<file path="config.mk">
export PLATFORM = sky130hd
export DESIGN_NAME = hazard_ctrl
export DESIGN_NICKNAME = d
export VERILOG_FILES = /design/src/rtl/pipe_pkg.sv /design/src/rtl/src_match.sv /design/src/rtl/hazard_ctrl.sv
export SDC_FILE = /design/constraint.sdc
export NUM_CORES = 1
export LEC_CHECK = 0
export CAP_MARGIN = 15
export CORE_MARGIN = 2
export CORE_UTILIZATION = 25
export DETAILED_ROUTE_END_ITERATION = 10
export PLACE_DENSITY = 0.51
export REMOVE_ABC_BUFFERS = 1
export SLEW_MARGIN = 0
export SYNTH_ARGS = -nofsm -noshare
export SYNTH_HDL_FRONTEND = slang
export SYNTH_SLANG_ARGS = --single-unit
</file>
<file path="constraint.sdc">
create_clock -name clk -period 2.73 [get_ports clk]
set_input_delay 0.546 -clock clk [delete_from_list [all_inputs] [get_ports clk]]
set_output_delay 0.546 -clock clk [all_outputs]
set_load 0.05 [all_outputs]
</file>
<file path="src/rtl/pipe_pkg.sv">
// pipe_pkg: shared pipeline types, forwarding encodings and the producer-match helper.
package pipe_pkg;
  localparam logic [1:0] FWD_RF = 2'b00;
  localparam logic [1:0] FWD_WB = 2'b01;
  localparam logic [1:0] FWD_EXMEM = 2'b10;
  localparam logic [31:0] NOP = 32'h00000013;
  // rd is stored at a fixed maximum width so the struct can live here; REGW must not exceed it
  localparam int RD_MAX = 8;
  typedef struct packed {
    logic valid;
    logic [RD_MAX-1:0] rd;
    logic we;
    logic is_load;
  } stage_t;
  function automatic logic prod_hit(stage_t s, logic [RD_MAX-1:0] r);
    return s.valid && s.we && (s.rd != '0) && (s.rd == r);
  endfunction
endpackage

</file>
<file path="src/rtl/src_match.sv">
// src_match: compares one ID source operand against the EX, MEM and WB tracked producers.
module src_match
  import pipe_pkg::*;
#(
  parameter int REGW = 5
) (
  input  logic            id_valid,
  input  logic            use_rs,
  input  logic [REGW-1:0] rs,
  input  stage_t          ex_s,
  input  stage_t          mem_s,
  input  stage_t          wb_s,
  output logic            hit_ex,
  output logic            hit_mem,
  output logic            hit_wb,
  output logic            ex_is_load
);
  logic req;
  logic [RD_MAX-1:0] r;
  assign req = id_valid && use_rs && (rs != '0);
  assign r = RD_MAX'(rs);
  assign hit_ex = req && prod_hit(ex_s, r);
  assign hit_mem = req && prod_hit(mem_s, r);
  assign hit_wb = req && prod_hit(wb_s, r);
  assign ex_is_load = ex_s.is_load;
endmodule

</file>
<file path="src/rtl/hazard_ctrl.sv">
// hazard_ctrl: stall/flush/forwarding controller that tracks EX/MEM/WB destinations internally.
module hazard_ctrl
  import pipe_pkg::*;
#(
  parameter int REGW = 5,
  parameter bit FWD_EN = 1'b1,
  parameter bit WB_BYPASS = 1'b1,
  parameter int CNTW = 16
) (
  input  logic            clk,
  input  logic            rst,
  input  logic            id_valid,
  input  logic [REGW-1:0] id_rs1,
  input  logic [REGW-1:0] id_rs2,
  input  logic            id_use_rs1,
  input  logic            id_use_rs2,
  input  logic [REGW-1:0] id_rd,
  input  logic            id_we,
  input  logic            id_is_load,
  input  logic            ex_busy,
  input  logic            ex_redirect,
  output logic            pc_write,
  output logic            ifid_write,
  output logic            flush_ifid,
  output logic            idex_bubble,
  output logic [1:0]      fwd_a,
  output logic [1:0]      fwd_b,
  output logic [CNTW-1:0] stall_cnt,
  output logic [CNTW-1:0] lu_cnt
);
  stage_t ex_q, mem_q, wb_q, id_s;
  logic a_ex, a_mem, a_wb, a_ld, b_ex, b_mem, b_wb, b_ld;
  logic lu, dep, redirect, stall, squash;
  logic [1:0] sel_a, sel_b;
  src_match #(.REGW(REGW)) u_a (
    .id_valid(id_valid), .use_rs(id_use_rs1), .rs(id_rs1),
    .ex_s(ex_q), .mem_s(mem_q), .wb_s(wb_q),
    .hit_ex(a_ex), .hit_mem(a_mem), .hit_wb(a_wb), .ex_is_load(a_ld)
  );
  src_match #(.REGW(REGW)) u_b (
    .id_valid(id_valid), .use_rs(id_use_rs2), .rs(id_rs2),
    .ex_s(ex_q), .mem_s(mem_q), .wb_s(wb_q),
    .hit_ex(b_ex), .hit_mem(b_mem), .hit_wb(b_wb), .ex_is_load(b_ld)
  );
  always_comb begin
    id_s = '{valid: id_valid, rd: RD_MAX'(id_rd), we: id_we, is_load: id_is_load};
    lu = (a_ex && a_ld) || (b_ex && b_ld);
    dep = a_ex || a_mem || (a_wb && !WB_BYPASS) || b_ex || b_mem || (b_wb && !WB_BYPASS);
    redirect = ex_redirect && !ex_busy;
    stall = !ex_busy && !redirect && (FWD_EN ? lu : dep);
    squash = redirect || stall;
    pc_write = !ex_busy && !stall;
    ifid_write = !ex_busy && !stall;
    flush_ifid = redirect;
    idex_bubble = squash;
    sel_a = a_ex ? FWD_EXMEM : a_mem ? FWD_WB : FWD_RF;
    sel_b = b_ex ? FWD_EXMEM : b_mem ? FWD_WB : FWD_RF;
  end
  always_ff @(posedge clk or posedge rst) begin
    if (rst) begin
      ex_q <= '0;
      mem_q <= '0;
      wb_q <= '0;
      fwd_a <= FWD_RF;
      fwd_b <= FWD_RF;
    end else if (ex_busy) begin
      mem_q <= '0;
      wb_q <= mem_q;
    end else begin
      ex_q <= squash ? '0 : id_s;
      mem_q <= ex_q;
      wb_q <= mem_q;
      fwd_a <= (squash || !FWD_EN) ? FWD_RF : sel_a;
      fwd_b <= (squash || !FWD_EN) ? FWD_RF : sel_b;
    end
  end
  always_ff @(posedge clk or posedge rst) begin
    if (rst) begin
      stall_cnt <= '0;
      lu_cnt <= '0;
    end else begin
      if (!pc_write && !(&stall_cnt)) stall_cnt <= stall_cnt + CNTW'(1);
      if (stall && lu && !(&lu_cnt)) lu_cnt <= lu_cnt + CNTW'(1);
    end
  end
endmodule

</file>
==> out/qor.txt, run 1 <==
max_slew headroom: 65.3%
TritonCTS buffer count: 5
max-cap check violation count: 0
Hold Path Stages: 1
clk root buf: clkbuf_8
area of the core: 0.00977 mm2
clk slew on worst S/H paths: 80 ps
commonest non-fill, non-tap cell in the layout: dfrtp_1
slew at the pin closest to its max-slew limit: 519 ps
Post-DP Area: 0.00349 mm2
WP data arrival: 2100 ps
period utilization: 96.9%
worst-path maximum fanout: 3
gr ovfl total: 0
Crit path max-delay family: simple AND/OR/NAND/NOR gates
drt pass-1 iters: 4
unrepaired setup endpoints after global routing: no
Seq pwr share: 48.4%
share of cells above drive strength 1: 17.9%
crit path cell chain: dlygate4sd2_1, or3_1, o311a_4, nand4_4, a211oi_4, nor2_4, buf_12
startpoint types: primary input
critical path type: primary input to output pin
routed vias: 2003
fin crit period: 2640 ps
simple logic cell fraction of the synthesized area: 18.6%
Seq. cell area: 0.00128 mm2
Port Buffers: 63
max-slew violations: 0
post-synthesis compound-gate area fraction: 9.62%
number of synthesized register bits: 51
gpl congestion: 0.768
pre-CTS setup slack: -160 ps
row count: 36
mux contribution to synthesized area: 0.897%
Syn Inst Count: 224
CP max stage cell: o311a_4
CP peak stage delay: 380 ps
DRC: 0
worst setup margin: 85.3 ps
sequential area share after synthesis: 50.8%
total wire length: 6400 um
Finished Cell Area: 0.00368 mm2
area growth from synthesis to layout: 46.7%
Hold WC Path Type: flop to flop
worst clock skew: 7.69 ps
Psw: 0.638 mW
filler cell count: 1016
DIE AREA: 0.0109 mm2
Post-DP HPWL: 4700 um
gr usage total: 12.2%
Worst path depth: 7
Initial Util: 25.7%
vias in the first global route: 2169
Max IR drop VDD: 0.528 mV
CP Capture Type: output pin
Internal: 1.22 mW
status: finished clean
P_leak: 1.59 nW
first-pass GRT wire length: 10900 um
Sink Count: 51
Die W: 104 um
post-synth cell types: 35
largest net degree at the start of global routing: 30
antenna-violating nets left: 0
Die Height: 104 um
Total Neg Setup Slack: 0 ps
Final #Nets: 340
synthesized area: 0.00251 mm2
H-tree depth: 2
Final setup viols: 0
worst skew pair latency: 300 ps
most frequent cells in the layout: 51 x dfrtp_1, 50 x clkdlybuf4s50_1, 27 x xnor2_1
Peak Freq: 0.378 GHz
PD cells: 504 mW/mm2
Min Hold Slack: 486 ps
Syn Area/Cell: 11.2 um2
TritonCTS clock tree: yes
R2R cell count: 10
worst-case clock buffer depth: 2
diode count: 0
fraction of the mapped netlist area in adder cells: 0.997%
initial antenna violation count: 0
Logic pwr share: 30.0%
combinational family with the most area after synthesis: simple AND/OR/NAND/NOR gates
Net Sw Frac: 34.4%
DRT iter0 DRCs: 47
Required @ worst endpoint: 2180 ps
# IOs: 64
final hold viol count: 0
xor/xnor cell area share of the yosys netlist: 17.1%
final std cells w/o fill: 446
Clk pwr share: 21.5%
vias per cell: 4.49
Multi-input gate area: 0.00127 mm2
hold buffers post-CTS: 0
Avg WL per Cell: 14.3 um
Cells after DPL: 435
Ys Warns: 0
buffer and inverter count on the worst path: 2
## cells in the mapped netlist
| library cell | instances | area (um2) |
|---|---|---|
| ha_1 | 2 | 25.0 |
| nand2_1 | 11 | 41.3 |
| a211oi_2 | 2 | 25.0 |
| o21ai_0 | 2 | 10.0 |
| o21ai_1 | 1 | 5.00 |
| o2111ai_2 | 1 | 15.0 |
| and4_1 | 1 | 8.76 |
| nor3_2 | 3 | 30.0 |
| nor3_1 | 7 | 35.0 |
| mux2_2 | 2 | 22.5 |
| o2111ai_1 | 1 | 8.76 |
| dfrtp_1 | 51 | 1280 |
| or3_1 | 2 | 12.5 |
| o31ai_1 | 1 | 7.51 |
| xor2_1 | 21 | 184 |
| nor4_1 | 1 | 6.26 |
| nor2b_1 | 8 | 50.1 |
| or4_1 | 2 | 15.0 |
| a21oi_1 | 2 | 10.0 |
| and3_1 | 7 | 43.8 |
| o21ba_1 | 1 | 10.0 |
| buf_4 | 2 | 15.0 |
| nand3_1 | 13 | 65.1 |
| nor2_1 | 11 | 41.3 |
| inv_1 | 3 | 11.3 |
| nand4_1 | 13 | 81.3 |
| clkbuf_1 | 3 | 11.3 |
| o211ai_1 | 1 | 7.51 |
| buf_2 | 2 | 10.0 |
| nand4_2 | 2 | 25.0 |
| and2_1 | 2 | 12.5 |
| a22o_1 | 10 | 87.6 |
| o311a_1 | 3 | 30.0 |
| xnor2_1 | 28 | 245 |
| o31ai_2 | 2 | 25.0 |
## power by group through the flow
| stage | clock network [mW] | logic (mW) | registers (mW) |
|---|---|---|---|
| 6_report | 0.400 | 0.557 | 0.900 |
| 5_1_grt | 0.453 | 0.595 | 0.912 |
| 4_1_cts | 0.427 | 0.556 | 0.899 |
| 3_5_place_dp | 0 | 0.549 | 0.912 |
| 3_3_place_gp | 0 | 0.546 | 0.911 |
| 2_1_floorplan | 0 | 0.167 | 1.06 |
## worst paths after layout
check,startpoint,endpoint,slack (ps)
worst max-delay path,id_rs2[0],ifid_write,90
worst min-delay path,lu_cnt[9],lu_cnt[9],490
worst max register to register,ex_q[2],stall_cnt[5],240
worst min register to register,lu_cnt[9],lu_cnt[9],490
max in group asynchronous,rst,stall_cnt[15],1580
min in group asynchronous,rst,lu_cnt[5],600
## metrics by stage
stage                     total power [mW]  utilization (%)
after floorplan                       1.23                -
after global placement                1.46             35.7
after detailed placement              1.46             35.7
after CTS                             1.88             37.1
after global routing                  1.96             37.7
final                                 1.86             37.7
## layout make-up
| type | count | area share (%) |
|---|---|---|
| flip-flops and latches | 51 | 34.7 |
| multi-input cells | 163 | 34.5 |
| repair buffers | 90 | 24.1 |
| well taps | 133 | 4.52 |
| clock buffers | 6 | 1.97 |
| inverters | 3 | 0.306 |
## routing by layer
metal / track usage [%] / wire length, um / vias to the layer above
li1: - / - / 978
met1: 16.1 / 3020 / 973
met2: 20.2 / 3030 / 46
met3: 3.26 / 310 / 6
met4: 2.80 / 38 / 0
met5: 0 / 0 / -
## registers in the layout, summed over array words and instances (netlist names)
signal     flops
fwd_b          2
stall_cnt     16
mem_q          7
lu_cnt        16
fwd_a          2
ex_q           8
## timing repair
item                                    4_1_cts  5_1_grt
setup buffers                                 4        2
endpoints found under the setup margin        3        3
hold endpoints to repair                      0        0
pin swaps                                     8       10
resized for setup                            13       10
## logic make-up (layout without fill, tap and decap cells)
family,Yosys count,after routing
adders and majority gates,2,2
AOI/OAI and AO/OA,27,27
buffers and inverters,10,99
muxes,2,2
and+or+nand+nor,83,83
xor gates and xnor gates,49,49
DFF,51,51
(Power assumes the default switching activity.)
==> inputs of run 2 (changes only) <==
CORE_UTILIZATION = 40   (was 25)
PLACE_DENSITY = 0.76   (was 0.51)
==> out/qor.txt, run 2 (same netlist as run 1, synthesis figures left out) <==
Port Buffers: 63 (unchanged)
filler cell count: 527 (was 1016)
worst setup margin: 62.4 ps (was 85.3 ps)
CP max stage cell: clkdlybuf4s50_1 (was o311a_4)
diode count: 0 (unchanged)
Top Metal Used: met4 (unchanged)
vias in the first global route: 2131 (was 2169)
routed vias: 2004 (was 2003)
max_slew headroom: 61.2% (was 65.3%)
max-cap check violation count: 0 (unchanged)
max-slew violations: 0 (unchanged)
commonest non-fill, non-tap cell in the layout: dfrtp_1 (unchanged)
Post-DP HPWL: 4260 um (was 4700 um)
Crit Reg-Reg Endpoint: stall_cnt[5] (unchanged)
first-pass GRT wire length: 10000 um (was 10900 um)
worst clock skew: 5.41 ps (was 7.69 ps)
Hold WC Path Type: flop to flop (unchanged)
largest net degree at the start of global routing: 28 (was 30)
Internal: 1.22 mW (about the same)
H-tree depth: 2 (unchanged)
Sink Count: 51 (unchanged)
row count: 28 (was 36)
Final #Nets: 337 (was 340)
initial antenna violation count: 0 (unchanged)
top flop regs: lu_cnt (16), stall_cnt (16), ex_q (8) (unchanged)
met1 wire length: 2580 um (was 3020 um)
gr ovfl total: 0 (unchanged)
Worst Setup SP: id_rs2[2] (was id_rs2[0])
TritonCTS buffer count: 5 (unchanged)
P_leak: 1.57 nW (was 1.59 nW)
crit path cell chain: clkdlybuf4s50_1, o311a_1, nand4_4, a211oi_2, nor2_1, buf_4, buf_12 (was dlygate4sd2_1, or3_1, o311a_4, nand4_4, a211oi_4, nor2_4, buf_12)
Max IR drop VDD: 0.597 mV (was 0.528 mV)
worst-path maximum fanout: 4 (was 3)
DRT iter0 DRCs: 71 (was 47)
area of the core: 0.00599 mm2 (was 0.00977 mm2)
status: finished clean (unchanged)
PD cells: 523 mW/mm2 (was 504 mW/mm2)
unrepaired setup endpoints after global routing: no (unchanged)
DRC: 0 (unchanged)
gr usage total: 17.4% (was 12.2%)
Net Sw Frac: 34.1% (was 34.4%)
WP data arrival: 2120 ps (was 2100 ps)
wire length on met2: 2930 um (was 3030 um)
startpoint types: primary input (unchanged)
# IOs: 64 (unchanged)
CP Capture Type: output pin (unchanged)
Total Neg Setup Slack: 0 ps (unchanged)
gpl congestion: 0.838 (was 0.768)
clk slew on worst S/H paths: 80 ps (about the same)
most frequent cells in the layout: 50 x dfrtp_1, 49 x clkdlybuf4s50_1, 28 x xnor2_1 (was 51 x dfrtp_1, 50 x clkdlybuf4s50_1, 27 x xnor2_1)
slew at the pin closest to its max-slew limit: 582 ps (was 519 ps)
Multi-input gate area: 0.00122 mm2 (was 0.00127 mm2)
share of cells above drive strength 1: 16.3% (was 17.9%)
Avg WL per Cell: 14.9 um (was 14.3 um)
DIE AREA: 0.00692 mm2 (was 0.0109 mm2)
Final setup viols: 0 (unchanged)
R2R cell count: 10 (unchanged)
area growth from synthesis to layout: 41.3% (was 46.7%)
Seq. cell area: 0.00128 mm2 (about the same)
Die Height: 83.2 um (was 104 um)
Worst R2R Start: ex_q[3] (was ex_q[2])
drt pass-1 iters: 4 (unchanged)
fin crit period: 2670 ps (was 2640 ps)
met3 WL: 250 um (was 310 um)
total wire length: 5780 um (was 6400 um)
Die W: 83.2 um (was 104 um)
worst-case clock buffer depth: 2 (unchanged)
Logic pwr share: 29.6% (was 30.0%)
reg2reg setup slack: 220 ps (was 240 ps)
CP peak stage delay: 570 ps (was 380 ps)
Initial Util: 41.9% (was 25.7%)
pre-CTS setup slack: -160 ps (about the same)
Min-Delay Startpoint: lu_cnt[9] (unchanged)
period utilization: 97.7% (was 96.9%)
crit path to: ifid_write (unchanged)
worst skew pair latency: 290 ps (was 300 ps)
Clk pwr share: 22.1% (was 21.5%)
Required @ worst endpoint: 2180 ps (about the same)
Crit path max-delay family: buffers and inverters (was simple AND/OR/NAND/NOR gates)
buffer and inverter count on the worst path: 3 (was 2)
clk root buf: clkbuf_8 (unchanged)
vias per cell: 5.18 (was 4.49)
final hold viol count: 0 (unchanged)
hold buffers post-CTS: 0 (unchanged)
Psw: 0.633 mW (was 0.638 mW)
TritonCTS clock tree: yes (unchanged)
antenna-violating nets left: 0 (unchanged)
critical path type: primary input to output pin (unchanged)
Peak Freq: 0.375 GHz (was 0.378 GHz)
Seq pwr share: 48.4% (about the same)
Worst path depth: 7 (unchanged)
## run 2: changes by cell type in the layout (fill, tap and decap cells not counted), sizes merged
cell	before	now
buf	31	28
clkbuf	6	8
clkdlybuf4s15	1	2
clkdlybuf4s50	50	49
clkinv	0	1
dlygate4sd2	5	4
## run 2: power groups by stage
stage                     sequential (mW)  clock [mW]  combinational (mW)
final                               0.898       0.409               0.548
after global routing                0.909       0.454               0.588
after CTS                           0.897       0.425               0.553
after detailed placement            0.911           0               0.548
after global placement              0.908           0               0.540
after floorplan                      1.06           0               0.167
## run 2: how the worst min path moves through the flow
stage           endpoint  slack, ps  depth (start not counted)
6_report       lu_cnt[9]        490                          1
5_1_grt        lu_cnt[9]        520                          1
3_5_place_dp   lu_cnt[9]        480                          1
2_1_floorplan    ex_q[0]        520                          1
4_1_cts        lu_cnt[9]        490                          1
3_3_place_gp   lu_cnt[9]        470                          1
## run 2: per-stage QoR
step                hold WS [ps]  cells  utilization, %  instance area [um2]  total power, mW
CTS                          495    385            58.7                 3510             1.88
floorplan                    517    217               -                 2470             1.23
global placement             473    374            56.6                 3390             1.45
detailed placement           479    374            56.6                 3390             1.46
finish                       495    387            59.2                 3550             1.86
global route                 524    387            59.2                 3550             1.95
## run 2: timing repair
item	4_1_cts	5_1_grt
endpoints found under the hold margin	0	0
resized for setup	13	7
cloned	0	0
buffers inserted	3	2
setup endpoints to repair	3	3
pin swaps	8	6
## run 2: final cells by class
| class | instances | share of cell area (%) |
|---|---|---|
| Sequential cell | 51 | 36.0 |
| Multi-Input combinational cell | 163 | 34.4 |
| Timing Repair Buffer | 87 | 24.3 |
| Tap cell | 75 | 2.65 |
| Clock buffer | 7 | 2.15 |
| Inverter | 3 | 0.318 |
| Clock inverter | 1 | 0.141 |
## run 2: per-layer routing
metal  track usage, %  up-vias
met4             3.28        0
li1                 -      970
met1             21.9      989
met3             3.88        2
met2             30.9       43
met5                0        -
==> inputs of run 3 (changes only) <==
CTS_CLUSTER_SIZE = 20   (was default)
==> results of run 3 <==
Same layout as run 2: the final DEF is identical, and so are final timing and power.
